## config.mk

```make
export PLATFORM = sky130hd
export DESIGN_NAME = branch_predict_unit_flat
export DESIGN_NICKNAME = d
export VERILOG_FILES = /design/src/rtl/branch_pkg.sv /design/src/rtl/branch_predict_unit_if.sv /design/src/rtl/branch_ras.sv /design/src/rtl/branch_predict_unit.sv /design/src/flat_wrapper.sv
export SDC_FILE = /design/constraint.sdc
export NUM_CORES = 1
export LEC_CHECK = 0
export ABC_AREA = 1
export CAP_MARGIN = 0
export CORE_UTILIZATION = 53
export CTS_BUF_LIST = sky130_fd_sc_hd__clkbuf_8
export CTS_CLUSTER_DIAMETER = 60
export CTS_CLUSTER_SIZE = 8
export DETAILED_ROUTE_END_ITERATION = 8
export GPL_TIMING_DRIVEN = 1
export PLACE_DENSITY = 0.75
export SLEW_MARGIN = 20
export SYNTH_ARGS = -nofsm -noshare
export SYNTH_HDL_FRONTEND = slang
export SYNTH_HIERARCHICAL = 1
export SYNTH_SLANG_ARGS = --single-unit
```

## constraint.sdc

```tcl
create_clock -name clk -period 3.62 [get_ports clk]
set_clock_uncertainty 0.15 [all_clocks]
set_input_delay 0.724 -clock clk [delete_from_list [all_inputs] [get_ports clk]]
set_output_delay 0.724 -clock clk [all_outputs]
set_load 0.1 [all_outputs]
```

## src/rtl/branch_pkg.sv

```systemverilog
// Shared definitions for the branch predict unit: instruction IDs,
// 2-bit counter encodings and small decode/update helpers.
package branch_pkg;

   localparam logic [31:0] ID_BEQ  = 32'd15;
   localparam logic [31:0] ID_BNE  = 32'd16;
   localparam logic [31:0] ID_BGT  = 32'd17;
   localparam logic [31:0] ID_BGTE = 32'd18;
   localparam logic [31:0] ID_BLE  = 32'd19;
   localparam logic [31:0] ID_BLEQ = 32'd20;
   localparam logic [31:0] ID_J    = 32'd21;
   localparam logic [31:0] ID_JR   = 32'd22;
   localparam logic [31:0] ID_JAL  = 32'd23;

   typedef enum logic [1:0] {
      SNT = 2'd0,
      WNT = 2'd1,
      WT  = 2'd2,
      ST  = 2'd3
   } ctr_e;

   function automatic logic is_cond_branch(input logic [31:0] id);
      return (id >= ID_BEQ) && (id <= ID_BLEQ);
   endfunction

   function automatic logic is_jump(input logic [31:0] id);
      return (id >= ID_J) && (id <= ID_JAL);
   endfunction

   // Saturating 2-bit counter step toward the resolved direction.
   function automatic logic [1:0] ctr_next(input logic [1:0] c, input logic tk);
      logic [1:0] n;
      if (tk) begin
         n = (c == 2'(ST)) ? 2'(ST) : c + 2'd1;
      end else begin
         n = (c == 2'(SNT)) ? 2'(SNT) : c - 2'd1;
      end
      return n;
   endfunction

endpackage

```

## src/rtl/branch_predict_unit_if.sv

```systemverilog
// Resolve, lookup and status bundle between decode/execute, fetch and the
// branch predict unit.
interface branch_predict_unit_if #(
   parameter int DATA_W = 32,
   parameter int CNT_W  = 16
);
   logic              valid;
   logic [DATA_W-1:0] pc;
   logic [31:0]       ID;
   logic [DATA_W-1:0] rs;
   logic [DATA_W-1:0] rt;
   logic [DATA_W-1:0] rd;
   logic              pred_in;
   logic [DATA_W-1:0] lu_pc;
   logic              lu_taken;
   logic              out_valid;
   logic [DATA_W-1:0] out;
   logic              taken;
   logic              mispredict;
   logic [DATA_W-1:0] ras_top;
   logic              ras_empty;
   logic [CNT_W-1:0]  br_count;
   logic [CNT_W-1:0]  mp_count;

   modport master (
      output valid, pc, ID, rs, rt, rd, pred_in, lu_pc,
      input  lu_taken, out_valid, out, taken, mispredict,
             ras_top, ras_empty, br_count, mp_count
   );

   modport slave (
      input  valid, pc, ID, rs, rt, rd, pred_in, lu_pc,
      output lu_taken, out_valid, out, taken, mispredict,
             ras_top, ras_empty, br_count, mp_count
   );
endinterface

```

## src/rtl/branch_ras.sv

```systemverilog
// Circular return-address stack; a push when full overwrites the oldest
// entry, a pop when empty is ignored. top/empty are registered.
module branch_ras #(
   parameter int DATA_W = 32,
   parameter int DEPTH  = 8
) (
   input  logic              clk,
   input  logic              reset,
   input  logic              push,
   input  logic              pop,
   input  logic [DATA_W-1:0] push_data,
   output logic [DATA_W-1:0] top,
   output logic              empty
);
   localparam int PTR_W = $clog2(DEPTH);
   localparam int CNT_W = $clog2(DEPTH + 1);

   logic [DATA_W-1:0] mem_r [DEPTH];
   logic [PTR_W-1:0]  ptr_r;
   logic [CNT_W-1:0]  cnt_r;
   logic [DATA_W-1:0] top_r;
   logic              empty_r;
   logic [DATA_W-1:0] top_next_s;
   logic              empty_next_s;

   // Next top-of-stack value, i.e. what top will show after this cycle's op.
   always_comb begin
      top_next_s   = top_r;
      empty_next_s = empty_r;
      if (push) begin
         top_next_s   = push_data;
         empty_next_s = 1'b0;
      end else if (pop && (cnt_r > CNT_W'(1))) begin
         top_next_s   = mem_r[ptr_r - PTR_W'(2)];
         empty_next_s = 1'b0;
      end else if (pop) begin
         top_next_s   = {DATA_W{1'b0}};
         empty_next_s = 1'b1;
      end else begin
         top_next_s   = top_r;
         empty_next_s = empty_r;
      end
   end

   // Stack storage, write pointer and occupancy.
   always_ff @(posedge clk) begin
      if (reset) begin
         for (int i = 0; i < DEPTH; i++) begin
            mem_r[i] <= {DATA_W{1'b0}};
         end
         ptr_r   <= {PTR_W{1'b0}};
         cnt_r   <= {CNT_W{1'b0}};
         top_r   <= {DATA_W{1'b0}};
         empty_r <= 1'b1;
      end else begin
         top_r   <= top_next_s;
         empty_r <= empty_next_s;
         if (push) begin
            mem_r[ptr_r] <= push_data;
            ptr_r        <= ptr_r + PTR_W'(1);
            if (cnt_r != CNT_W'(DEPTH)) begin
               cnt_r <= cnt_r + CNT_W'(1);
            end
         end else if (pop && (cnt_r != {CNT_W{1'b0}})) begin
            ptr_r <= ptr_r - PTR_W'(1);
            cnt_r <= cnt_r - CNT_W'(1);
         end
      end
   end

   assign top   = top_r;
   assign empty = empty_r;
endmodule

```

## src/rtl/branch_predict_unit.sv

```systemverilog
// Branch/jump resolver with registered result, 2-bit counter prediction
// table, return-address stack and saturating statistics.
module branch_predict_unit
   import branch_pkg::*;
#(
   parameter int DATA_W    = 32,
   parameter int IDX_W     = 6,
   parameter int RAS_DEPTH = 8,
   parameter int CNT_W     = 16
) (
   input  logic           clk,
   input  logic           reset,
   branch_predict_unit_if.slave bus
);
   localparam int               TBL_DEPTH = 2 ** IDX_W;
   localparam logic [CNT_W-1:0] CNT_MAX   = {CNT_W{1'b1}};

   logic [1:0]               table_r [TBL_DEPTH];
   logic                     out_valid_r, taken_r, mp_r;
   logic [DATA_W-1:0]        out_r;
   logic [CNT_W-1:0]         br_count_r, mp_count_r;
   logic signed [DATA_W-1:0] rs_s, rt_s;
   logic                     cmp_s, cond_s, taken_s, mp_s, push_s, pop_s;
   logic [DATA_W-1:0]        out_s;
   logic [IDX_W-1:0]         idx_s;

   assign idx_s = bus.pc[IDX_W-1:0];

   // Signed compare and taken/offset/mispredict rule for the current request.
   always_comb begin
      rs_s    = $signed(bus.rs);
      rt_s    = $signed(bus.rt);
      cmp_s   = 1'b0;
      taken_s = 1'b0;
      out_s   = {DATA_W{1'b0}};
      mp_s    = 1'b0;
      cond_s  = is_cond_branch(bus.ID);
      case (bus.ID)
         ID_BEQ:  cmp_s = (rs_s == rt_s);
         ID_BNE:  cmp_s = (rs_s != rt_s);
         ID_BGT:  cmp_s = (rs_s >  rt_s);
         ID_BGTE: cmp_s = (rs_s >= rt_s);
         ID_BLE:  cmp_s = (rs_s <  rt_s);
         ID_BLEQ: cmp_s = (rs_s <= rt_s);
         default: cmp_s = 1'b0;
      endcase
      if (cond_s) begin
         taken_s = cmp_s;
         out_s   = cmp_s ? bus.rd : {DATA_W{1'b0}};
         mp_s    = cmp_s ^ bus.pred_in;
      end else if (is_jump(bus.ID)) begin
         taken_s = 1'b1;
         out_s   = bus.rs;
         mp_s    = ~bus.pred_in;
      end else begin
         taken_s = 1'b0;
         out_s   = {DATA_W{1'b0}};
         mp_s    = 1'b0;
      end
      push_s = bus.valid && (bus.ID == ID_JAL);
      pop_s  = bus.valid && (bus.ID == ID_JR);
   end

   // Result stage: direction fields hold their value while no request is valid.
   always_ff @(posedge clk) begin
      if (reset) begin
         out_valid_r <= 1'b0;
         out_r       <= {DATA_W{1'b0}};
         taken_r     <= 1'b0;
         mp_r        <= 1'b0;
      end else if (bus.valid) begin
         out_valid_r <= 1'b1;
         out_r       <= out_s;
         taken_r     <= taken_s;
         mp_r        <= mp_s;
      end else begin
         out_valid_r <= 1'b0;
      end
   end

   // Saturating branch and mispredict statistics.
   always_ff @(posedge clk) begin
      if (reset) begin
         br_count_r <= {CNT_W{1'b0}};
         mp_count_r <= {CNT_W{1'b0}};
      end else begin
         if (bus.valid && cond_s && (br_count_r != CNT_MAX)) begin
            br_count_r <= br_count_r + {{(CNT_W-1){1'b0}}, 1'b1};
         end
         if (bus.valid && mp_s && (mp_count_r != CNT_MAX)) begin
            mp_count_r <= mp_count_r + {{(CNT_W-1){1'b0}}, 1'b1};
         end
      end
   end

   // Prediction table training; lookups read the pre-update contents.
   always_ff @(posedge clk) begin
      if (reset) begin
         for (int i = 0; i < TBL_DEPTH; i++) begin
            table_r[i] <= WNT;
         end
      end else if (bus.valid && cond_s) begin
         table_r[idx_s] <= ctr_next(table_r[idx_s], cmp_s);
      end
   end

   branch_ras #(
      .DATA_W (DATA_W),
      .DEPTH  (RAS_DEPTH)
   ) u_ras (
      .clk       (clk),
      .reset     (reset),
      .push      (push_s),
      .pop       (pop_s),
      .push_data (bus.pc + {{(DATA_W-1){1'b0}}, 1'b1}),
      .top       (bus.ras_top),
      .empty     (bus.ras_empty)
   );

   assign bus.lu_taken   = table_r[bus.lu_pc[IDX_W-1:0]][1];
   assign bus.out_valid  = out_valid_r;
   assign bus.out        = out_r;
   assign bus.taken      = taken_r;
   assign bus.mispredict = mp_r;
   assign bus.br_count   = br_count_r;
   assign bus.mp_count   = mp_count_r;
endmodule

```

## src/flat_wrapper.sv

```systemverilog
// flat-port wrapper written by rule: the top's interface ports become plain ports
module branch_predict_unit_flat import branch_pkg::*;
#(
   parameter int DATA_W    = 32,
   parameter int IDX_W     = 6,
   parameter int RAS_DEPTH = 8,
   parameter int CNT_W     = 16
)
  (clk, reset, bus_valid, bus_pc, bus_ID, bus_rs, bus_rt, bus_rd, bus_pred_in, bus_lu_pc, bus_lu_taken, bus_out_valid, bus_out, bus_taken, bus_mispredict, bus_ras_top, bus_ras_empty, bus_br_count, bus_mp_count);
  branch_predict_unit_if #(.DATA_W(DATA_W), .CNT_W(CNT_W)) bus_i ();
  input  logic clk;
  input  logic reset;
  input wire logic [$bits(bus_i.valid)-1:0] bus_valid;
  input wire logic [$bits(bus_i.pc)-1:0] bus_pc;
  input wire logic [$bits(bus_i.ID)-1:0] bus_ID;
  input wire logic [$bits(bus_i.rs)-1:0] bus_rs;
  input wire logic [$bits(bus_i.rt)-1:0] bus_rt;
  input wire logic [$bits(bus_i.rd)-1:0] bus_rd;
  input wire logic [$bits(bus_i.pred_in)-1:0] bus_pred_in;
  input wire logic [$bits(bus_i.lu_pc)-1:0] bus_lu_pc;
  output wire logic [$bits(bus_i.lu_taken)-1:0] bus_lu_taken;
  output wire logic [$bits(bus_i.out_valid)-1:0] bus_out_valid;
  output wire logic [$bits(bus_i.out)-1:0] bus_out;
  output wire logic [$bits(bus_i.taken)-1:0] bus_taken;
  output wire logic [$bits(bus_i.mispredict)-1:0] bus_mispredict;
  output wire logic [$bits(bus_i.ras_top)-1:0] bus_ras_top;
  output wire logic [$bits(bus_i.ras_empty)-1:0] bus_ras_empty;
  output wire logic [$bits(bus_i.br_count)-1:0] bus_br_count;
  output wire logic [$bits(bus_i.mp_count)-1:0] bus_mp_count;
  assign bus_i.valid = bus_valid;
  assign bus_i.pc = bus_pc;
  assign bus_i.ID = bus_ID;
  assign bus_i.rs = bus_rs;
  assign bus_i.rt = bus_rt;
  assign bus_i.rd = bus_rd;
  assign bus_i.pred_in = bus_pred_in;
  assign bus_i.lu_pc = bus_lu_pc;
  assign bus_lu_taken = bus_i.lu_taken;
  assign bus_out_valid = bus_i.out_valid;
  assign bus_out = bus_i.out;
  assign bus_taken = bus_i.taken;
  assign bus_mispredict = bus_i.mispredict;
  assign bus_ras_top = bus_i.ras_top;
  assign bus_ras_empty = bus_i.ras_empty;
  assign bus_br_count = bus_i.br_count;
  assign bus_mp_count = bus_i.mp_count;
  branch_predict_unit #(.DATA_W(DATA_W), .IDX_W(IDX_W), .RAS_DEPTH(RAS_DEPTH), .CNT_W(CNT_W)) u_core (.clk(clk), .reset(reset), .bus(bus_i));
endmodule
```

==> run summary <==
OUTCOME
-----------------------------------------------------------------------------------------------------
Result of the run                                                                        finished, violations left
Violated checks                                                                          design-rule violations

CLOCKING
-----------------------------------------------------------------------------------------------------
TritonCTS buffer count                                                                             71
Clock Sinks                                                                                       491
CTS tree                                                                                          yes
# H-tree levels                                                                                     3
Buffer type at the clock tree root                                                       sky130_fd_sc_hd__clkbuf_8
Largest buffer count on any clock path                                                              3
Insertion delay to the later sink of the worst-skew pair                                      0.67 ns
Clock-pin slew reported for the worst setup and hold paths after clock tree synthesis         0.08 ns

LAYOUT
-----------------------------------------------------------------------------------------------------
Seq. cell area                                                                            0.01368 mm²
Number of nets at the end of the flow                                                           3,693
Fraction of layout instances using a drive strength above 1                                    10.82%
Util after Layout                                                                              66.34%
Footprint of the multi-input gates                                                       0.009438 mm²
Layout area overhead                                                                           23.00%
Number of inserted diodes                                                                           0
Number of fillers in the final layout                                                           3,800

GLOBAL ROUTE
-----------------------------------------------------------------------------------------------------
Met2 layer usage reported by global route                                                      54.01%
Vias in the first global route                                                                 22.64k
GR met3 Demand/Resource                                                                        5.402%
M1 GR Usage                                                                                    39.98%
Overall track demand over capacity in global routing                                           31.99%
Busiest layer in global routing                                                                  met2
Number of antenna violations at the first check in global routing                                   1
Global-route wire length before repair                                                     118,900 µm
Total overflow reported by the global router                                                        0
Maximum number of pins on one net before global-route repair                                       74

LOGIC SYNTHESIS
-----------------------------------------------------------------------------------------------------
Share of flip-flops with an asynchronous set or reset                                              0%
Number of standard cells after synthesis                                                        3,067
Synth Area in XOR/XNOR                                                                         1.007%
Fraction of the mapped netlist area in simple logic gates                                      26.35%
Cell area after technology mapping                                                        0.02522 mm²
Count of different cell masters after synthesis                                                    47
Main combinational cell family by area after synthesis                                   simple AND/OR/NAND/NOR gates
Number of enable flip-flop cells after synthesis                                                  384
Complex-gate fraction of the synthesized area                                                  7.551%
YS warnings                                                                                         6
Leading register cell type out of synthesis                                              sky130_fd_sc_hd__edfxtp_1
Cell types occupying the most area after synthesis                                       sky130_fd_sc_hd__edfxtp_1 (46%), sky130_fd_sc_hd__nand2_1 (11%), sky130_fd_sc_hd__dfxtp_1 (8.5%), sky130_fd_sc_hd__nor2_1 (8.1%), sky130_fd_sc_hd__inv_1 (6.0%)
Cell type with the highest aggregate area in the netlist                                 sky130_fd_sc_hd__edfxtp_1
Multiplexer share of the synthesized area                                                          0%
Post-synthesis share of cell area spent on full adders, half adders and majority gates         2.213%
Nets in the synthesized netlist                                                                 3,307
Post-Synthesis Mean Instance Area                                                           8.222 µm²
Area fraction of the dominant cell type after synthesis                                        45.73%
Register area share after synthesis                                                            54.22%
Flops & latches, synth                                                                            491

FLOORPLAN
-----------------------------------------------------------------------------------------------------
Area enclosed by the die boundary                                                         0.04846 mm²
Top-level port count                                                                              297
Placeable core area                                                                       0.04675 mm²
Std cell rows                                                                                      79
Chip height                                                                                  220.1 µm
Starting Density                                                                               53.94%
Horizontal die dimension                                                                     220.1 µm

DRT
-----------------------------------------------------------------------------------------------------
Final Routed Wirelength                                                                     77,650 µm
Number of design-rule violations left by the first detailed-router iteration                    2,842
Final routed wire length divided by cell count                                               18.89 µm
Post-route antenna net violation count                                                              0
Vias/cell                                                                                       5.646
Total iterations of the first detailed-routing run                                                  8
Overall via count from detail_route                                                            23.21k
Post-route DRC violation count                                                                     11

POWER
-----------------------------------------------------------------------------------------------------
PD cells                                                                                 375.7 mW/mm²
Pwr Total                                                                                   11,650 µW
Peak supply drop                                                                            0.2444 mV
P_leak                                                                                     0.01287 µW

STA
-----------------------------------------------------------------------------------------------------
Slew at the pin with the worst max-slew slack                                                1.011 ns
Setup_tns                                                                                        0 ns
Number of hold violations in the final report                                                       0
Max-slew headroom at the worst pin                                                             32.36%
Period utilisation layout                                                                      98.80%
Max Freq                                                                                    279.6 MHz
Max-slew violations                                                                                 0
Worst Hold Slack                                                                            0.2553 ns
Setup Viol. Count Final                                                                             0
Final critical delay including setup and external delays                                     3.576 ns

SETUP PATH
-----------------------------------------------------------------------------------------------------
CP Capture Type                                                                            output pin
Critical Path AT                                                                              2.70 ns
Required time at the endpoint of the critical path                                            2.75 ns
Critical setup path kind                                                                       in2out
Crit path launch type                                                                       input pin
Critical-path maximum fanout                                                                        9

MIN PATH
-----------------------------------------------------------------------------------------------------
Worst min-delay path class                                                                     in2reg

PLACEMENT
-----------------------------------------------------------------------------------------------------
Final RePlAce weighted congestion                                                              0.9776
Hpwl dp                                                                                     49,780 µm
Port Buffer Count                                                                                 270

RUN
-----------------------------------------------------------------------------------------------------
Maxcap violations                                                                                   0

state kept, by name, indices dropped and copies added, names as in the netlist, 3 cells and up:
register,count
u_core/u_ras/ptr_r,3
u_core/u_ras/cnt_r,4
u_core/bus.mp_count,16
u_core/table_r,128
u_core/bus.out,32
u_core/u_ras/mem_r,256
u_core/u_ras/top,32
u_core/bus.br_count,16
routing by layer:
layer | vias up | part of all wire, % | routed length (µm)
met4 | 2 | 4.1 | 3213
met3 | 246 | 10 | 8049
met1 | 10790 | 37 | 28710
met5 | - | 0.017 | 13
met2 | 1386 | 49 | 37660
li1 | 10780 | - | -
report_power, final:
group | switching, µW | internal (µW) | total [µW]
Clock | 2190 | 1920 | 4110
Sequential | 50.8 | 6190 | 6250
Combinational | 813 | 487 | 1300
Total | 3050 | 8600 | 11700
cells by family after synthesis:
kind of cell | Yosys count
DFF | 491
adders and majority gates | 44
buffers and inverters | 563
AOI/OAI and AO/OA | 314
and+or+nand+nor | 1626
xor gates and xnor gates | 29
final cells by class:
type,count,area share [%]
Tap cell,607,2.448
Sequential cell,491,44.10
Multi-Input combinational cell,2013,30.43
Timing Repair Buffer,464,14.01
Inverter,412,4.998
Clock buffer,71,3.150
Clock inverter,52,0.8713
worst max-delay path, stage by stage:
cell                              delay [ns]
sky130_fd_sc_hd__clkdlybuf4s50_1        0.51
sky130_fd_sc_hd__buf_4                  0.22
sky130_fd_sc_hd__buf_4                  0.18
sky130_fd_sc_hd__o21ai_0                0.12
sky130_fd_sc_hd__o21ai_1                0.22
sky130_fd_sc_hd__nor2_1                 0.06
sky130_fd_sc_hd__o221ai_1               0.21
sky130_fd_sc_hd__nand3_1                0.12
sky130_fd_sc_hd__o21ai_2                0.11
sky130_fd_sc_hd__buf_12                 0.21
what timing repair did:
action / in CTS / in global routing
endpoints found under the setup margin: 1 / 34
buffers inserted: 0 / 0
hold buffers: 0 / 0
resized for setup: 6 / 18
pin swaps: 0 / 2
path summary, 6_finish.rpt:
kind,startpoint,end,slack (ns),cells after the start
max,bus_lu_pc[1],bus_lu_taken,0.04,10
min,reset,u_core/u_ras/cnt_r[1]$_SDFFE_PP0P_,0.26,2
max reg2reg,u_core/bus.mp_count[0]$_SDFFE_PP0P_,u_core/bus.mp_count[15]$_SDFFE_PP0P_,0.85,12
min reg2reg,u_core/bus.mispredict$_SDFFE_PP0P_,u_core/bus.mispredict$_SDFFE_PP0P_,0.33,2
layout by cell type (no fill, tap or decap), types with 43 or more instances in the layout:
cell / synthesis / final
sky130_fd_sc_hd__a22oi_1: 44 / 44
sky130_fd_sc_hd__dfxtp_1: 107 / 105
sky130_fd_sc_hd__ha_1: 43 / 43
sky130_fd_sc_hd__a21oi_1: 83 / 82
sky130_fd_sc_hd__clkbuf_8: 0 / 71
sky130_fd_sc_hd__inv_1: 405 / 442
sky130_fd_sc_hd__clkdlybuf4s50_1: 0 / 206
sky130_fd_sc_hd__nand4_1: 44 / 44
sky130_fd_sc_hd__edfxtp_1: 384 / 384
sky130_fd_sc_hd__buf_4: 6 / 227
sky130_fd_sc_hd__nand3_1: 239 / 239
sky130_fd_sc_hd__nand2_1: 748 / 747
sky130_fd_sc_hd__o21ai_0: 100 / 93
sky130_fd_sc_hd__nor2_1: 547 / 543
metrics by stage:
step	std cells	cell area [µm²]	worst slack (ns)
final	4110	31020	0.04357
after global routing	4110	31020	-0.06457
after global placement	3987	29730	-0.4626
after detailed placement	3987	29730	-0.4960
after CTS	4110	30970	0.01503
after floorplan	3067	25220	0.05789
Yosys cell counts, drive strengths merged (44+ instances only):
cell	number
nor2	552
o21ai	100
dfxtp	107
nand4	44
nand3	240
buf	58
edfxtp	384
nand2	748
clkbuf	93
a22oi	44
inv	412
a21oi	84
Note: power is estimated with default switching activity, not from simulation.
